**config.mk**
```make
export PLATFORM = sky130hd
export DESIGN_NAME = mat_operand_loader
export DESIGN_NICKNAME = d
export VERILOG_FILES = /design/src/rtl/mat_operand_loader.sv
export SDC_FILE = /design/constraint.sdc
export NUM_CORES = 1
export LEC_CHECK = 0
export BUFFER_PORTS_ARGS = -buffer_cell sky130_fd_sc_hd__buf_2
export CAP_MARGIN = 30
export CELL_PAD_IN_SITES_DETAIL_PLACEMENT = 1
export CELL_PAD_IN_SITES_GLOBAL_PLACEMENT = 2
export CORE_MARGIN = 1
export CORE_UTILIZATION = 35
export CTS_BUF_LIST = sky130_fd_sc_hd__clkbuf_16
export CTS_CLUSTER_DIAMETER = 200
export DETAILED_ROUTE_END_ITERATION = 6
export PLACE_DENSITY = 0.81
export SKIP_CTS_REPAIR_TIMING = 1
export SLEW_MARGIN = 20
export SYNTH_ARGS = -nofsm -noshare
export SYNTH_HDL_FRONTEND = slang
export SYNTH_SLANG_ARGS = --single-unit
```
**constraint.sdc**
```tcl
create_clock -name clk -period 1.95 [get_ports clk]
set_input_delay 0.195 -clock clk [delete_from_list [all_inputs] [get_ports clk]]
set_output_delay 0.195 -clock clk [all_outputs]
set_load 0.03 [all_outputs]
```
**src/rtl/mat_operand_loader.sv**
```systemverilog
// Streaming operand loader: collects 2*N*N signed elements into two row-major NxN
// matrices and presents them to the compute unit with a valid/ready handshake.
module mat_operand_loader #(
    parameter int W_IN = 8,
    parameter int N    = 2
) (
    input  logic                             clk,
    input  logic                             rstn,
    input  logic                             s_valid,
    output logic                             s_ready,
    input  logic [W_IN-1:0]                  s_data,
    input  logic                             s_last,
    input  logic                             op_mode,
    output logic [N-1:0][N-1:0][W_IN-1:0]    matrix_1,
    output logic [N-1:0][N-1:0][W_IN-1:0]    matrix_2,
    output logic                             mode_o,
    output logic                             mat_valid,
    input  logic                             mat_ready,
    output logic                             err
);

    localparam int NN  = N * N;
    localparam int TOT = 2 * NN;
    localparam int CW  = $clog2(TOT);
    localparam logic [CW-1:0] CNT_LAST = CW'(TOT - 1);

    localparam logic [1:0] ST_IDLE  = 2'd0;
    localparam logic [1:0] ST_LOAD  = 2'd1;
    localparam logic [1:0] ST_ISSUE = 2'd2;

    logic [1:0]                      state_q, state_d;
    logic [CW-1:0]                   cnt_q, cnt_d;
    logic [N-1:0][N-1:0][W_IN-1:0]   mat1_q, mat1_d;
    logic [N-1:0][N-1:0][W_IN-1:0]   mat2_q, mat2_d;
    logic                            mode_q, mode_d;
    logic                            err_q, err_d;
    logic                            oor_q;
    logic                            beat;
    logic                            final_beat;

    // s_ready stays low for the first edge after reset release and throughout ISSUE
    assign s_ready    = (state_q != ST_ISSUE) && oor_q;
    assign beat       = s_valid && s_ready;
    assign final_beat = (cnt_q == CNT_LAST);

    assign matrix_1  = mat1_q;
    assign matrix_2  = mat2_q;
    assign mode_o    = mode_q;
    assign mat_valid = (state_q == ST_ISSUE);
    assign err       = err_q;

    always_comb begin
        mat1_d = mat1_q;
        mat2_d = mat2_q;
        if (beat) begin
            for (int r = 0; r < N; r++) begin
                for (int c = 0; c < N; c++) begin
                    if (cnt_q == CW'(r * N + c)) begin
                        mat1_d[r][c] = s_data;
                    end
                    if (cnt_q == CW'(NN + r * N + c)) begin
                        mat2_d[r][c] = s_data;
                    end
                end
            end
        end
    end

    // Any s_last that does not coincide with the final beat, or a final beat
    // without s_last, abandons the frame and reports a framing error.
    always_comb begin
        state_d = state_q;
        cnt_d   = cnt_q;
        mode_d  = mode_q;
        err_d   = 1'b0;
        case (state_q)
            ST_IDLE: begin
                if (beat) begin
                    mode_d = op_mode;
                    if (s_last) begin
                        err_d = 1'b1;
                        cnt_d = '0;
                    end else begin
                        cnt_d   = CW'(1);
                        state_d = ST_LOAD;
                    end
                end
            end
            ST_LOAD: begin
                if (beat) begin
                    if (final_beat && s_last) begin
                        state_d = ST_ISSUE;
                    end else if (final_beat || s_last) begin
                        err_d   = 1'b1;
                        cnt_d   = '0;
                        state_d = ST_IDLE;
                    end else begin
                        cnt_d = cnt_q + CW'(1);
                    end
                end
            end
            ST_ISSUE: begin
                if (mat_ready) begin
                    cnt_d   = '0;
                    state_d = ST_IDLE;
                end
            end
            default: begin
                cnt_d   = '0;
                state_d = ST_IDLE;
            end
        endcase
    end

    always_ff @(posedge clk or negedge rstn) begin
        if (!rstn) begin
            state_q <= ST_IDLE;
            cnt_q   <= '0;
            mat1_q  <= '0;
            mat2_q  <= '0;
            mode_q  <= 1'b0;
            err_q   <= 1'b0;
            oor_q   <= 1'b0;
        end else begin
            state_q <= state_d;
            cnt_q   <= cnt_d;
            mat1_q  <= mat1_d;
            mat2_q  <= mat2_d;
            mode_q  <= mode_d;
            err_q   <= err_d;
            oor_q   <= 1'b1;
        end
    end

endmodule

```
==> results.md <==
* NetSw at roughly 2 mW
* Placed Instances at around 400
* Pre-CTS WS at about 0.11 ns
* RSZ-0062 raised after global routing: no
* TritonCTS Buffers at 9
* Final Critical Period at 1.84 ns
* Synth area leader: dfrtp_1
* Synth top area share at 0.601
* Final worst slack at 0.114 ns
* Synthesized area per cell at 15.2 um^2
* DRT iter0 DRCs at 71
* P&R area growth vs syn at 32.3%
* Vias at 2014
* Htree depth at 3
* Worst hold stages at 2
* Share of flip-flops with an asynchronous set or reset at 1.00
* Share of cells above drive strength 1 at 0.606
* Slew headroom at 0.667
* Req. time, crit path at 2.22 ns
* Yosys warns at 0
* Worst Reg2Reg Path Length in Cells at 7
* Critical path peak fanout at 6
* Clk root buf: clkbuf_16
* Arrival time at the worst endpoint at ~2.1 ns
* Flop pwr share at 0.382
* Top cells by area, synth: dfrtp_1, mux2_2, ha_1, nor3_4, nor4b_4
* CP top delay family: adder cells
* TritonCTS clock tree: done
* CP max stage cell: dfrtp_2
* Crit end category: flip-flop
* Die Y at 94.6 um
* Final Max Slew Viols at 0
* Largest net degree at the start of global routing at 38
* HPWL after DPL at 5400 um
* Tcrit/Tclk final at 0.942
* Post-Syn Nets at between 200 and 250
* Remaining DRCs at 0
* Die X at 94.6 um
* Clock slew at reported path FFs at 0.05 ns
* Synth Flop Type: dfrtp_1
* Clk_skew at ~0.0050 ns
* Final hold vios at 0
* Starting density of the core at 0.363
* Worst path bufs/invs at 1
* Die ar. at 8940 um^2
* RR Startpoint: cnt_q[0]
* Clk sinks at 72
* Setup TNS at 0 ns
* Final Instance Count excl. Fillers at 412
* Switch share at 0.365
* CORE AREA at 8260 um^2
* Syn Std Cell Area at 3000 um^2
* FF-to-FF End: cnt_q[1]
* PortBufs at 81
* Pwr dens at between 1000 and 1500 nW/um^2
* Worst Setup Path Type: reg2reg
* Capture point of the critical path: cnt_q[1]
* Site row count at 33
* Max frequency at 545 MHz
* CTS max path bufs at 2
* Number of I/O pins at slightly above 80
* Synth Instances at roughly 200
* Initial antenna violation count at 0
* Vias per cell at 4.89
* Critical Path Most Common Cell: ha_1
* Post-detailed-route count of antenna-violating nets at 0
* Max Cap Violations at 0
* Critical path startpoint category: flip-flop
* Total track usage at 0.183
* Hold slack at 0.0955 ns
* Status: finished, final reports clean
* Clock share of power at 0.290
* Drt first pass iters at 4
* Post-synthesis sequential area ratio at 0.601
* Worst setup path start: cnt_q[0]
* Worst-Margin Slew at 0.500 ns
* R2R setup slack at approximately 0.11 ns
* VDD IR max at 0.000780 V
* First-pass GRT wire length at 11800 um
* WL per Instance at 17.8 um
* GRT overflow at 0
* # setup viols final at 0
* Seq cells post-synth at between 70 and 80
* WL final at 7330 um
* Internal at 3.51 mW
* Number of synthesized flops with an enable pin at 0
* Ant diodes at 0
* Static leakage at 2.05 nW
* Stages on the worst setup path at 7
* CP cell instances: ha_1, ha_1, inv_1, ha_1, nand2_1, nor4_1, a221o_1
* Combinational power share at 0.329
* Routability cong. at 0.818
* Unique masters post-synth at 31
* Delay of the slowest cell on the worst path at 0.43 ns
* Vias in the first global route at about 2200
* Type of the worst min-delay path: in2reg
* Final nets at 325
* Clock Latency Late Sink at 0.33 ns
==> logic make-up after synthesis <==
logic type / Yosys count / share of synthesized area
multiplexers: 66 / 0.247
buffers and inverters: 13 / 0.0225
flip-flops: 72 / 0.601
other: 1 / 0.00125
AND/OR/NAND/NOR: 28 / 0.0738
adder cells (fa/ha/maj): 8 / 0.0334
AO/OA/AOI/OAI: 9 / 0.0209
==> how the worst min path moves through the flow <==
| stage | from | endpoint | slack [ns] |
|---|---|---|---|
| after floorplan | rstn | cnt_q[0] | -0.10 |
| after global placement | rstn | matrix_1[30] | 0.19 |
| after detailed placement | rstn | matrix_1[30] | 0.20 |
| after CTS | rstn | matrix_1[30] | -0.15 |
| after global routing | op_mode | mode_o | 0.11 |
| final | mat_ready | state_q[1] | 0.1 |
==> layout make-up <==
class	count	area, um^2
Clock inverter	6	61.3
Multi-Input combinational cell	112	1130
Sequential cell	72	1800
Inverter	7	31.3
Tap cell	105	131
Timing Repair Buffer	101	586
Fill cell	872	4290
Clock buffer	9	225
==> state kept, by name, summed over array words and instances (netlist names) <==
signal    flops
matrix_2     32
state_q       2
oor_q         1
mode_o        1
err           1
cnt_q         3
matrix_1     32
==> power by group through the flow <==
stage | Combinational (mW) | Sequential, mW | Clock (mW)
after floorplan | 0.448 | 2.90 | 0
after global placement | 1.80 | 2.11 | 0
after detailed placement | 1.84 | 2.14 | 0
after CTS | 1.84 | 2.12 | 1.63
after global routing | 1.93 | 2.17 | 1.68
final | 1.82 | 2.11 | 1.60
==> worst register-to-register path: cells and delay by family (launching register included) <==
kind	cells	cell delay, ns
AOI/OAI and AO/OA	1	0.22
adders and majority gates	3	0.67
buffers and inverters	1	0.08
DFF	1	0.43
and+or+nand+nor	2	0.37
==> per-layer routing <==
metal,track usage,share of wire,up-vias
met5,0,0,-
met4,0.0947,0.022,0
met3,0.0338,0.048,11
met2,0.298,0.49,58
met1,0.232,0.44,1033
li1,-,-,912
==> cells in the final DEF (no fill, tap or decap), drive strengths merged, types with 2 or more instances in the layout <==
master,n
a221o,2
nand2,9
clkbuf,9
dfrtp,72
nor3,5
and2,2
a21oi,2
clkinv,3
mux2,65
nor4b,2
a211oi,2
buf,100
ha,8
inv,9
o21ai,2
==> per-stage QoR <==
| stage | cell area (um^2) | total power, mW | util |
|---|---|---|---|
| 6_report | 3970 | 5.53 | 0.480 |
| 5_1_grt | 3970 | 5.79 | 0.480 |
| 4_1_cts | 3960 | 5.59 | 0.479 |
| 3_5_place_dp | 3670 | 3.98 | 0.444 |
| 3_3_place_gp | 3670 | 3.92 | 0.444 |
| 2_1_floorplan | 3000 | 3.35 | - |
==> Yosys cell counts, types with 2 or more instances <==
| cell | number |
|---|---|
| nor4b_4 | 2 |
| o21ai_0 | 2 |
| mux2_2 | 65 |
| a211oi_1 | 2 |
| ha_1 | 8 |
| buf_2 | 2 |
| clkbuf_1 | 2 |
| a221o_1 | 2 |
| a21oi_1 | 2 |
| nor3_1 | 2 |
| nand2_1 | 9 |
| and2_1 | 2 |
| inv_1 | 6 |
| nor3_4 | 3 |
| dfrtp_1 | 72 |
(Power assumes the default switching activity.)
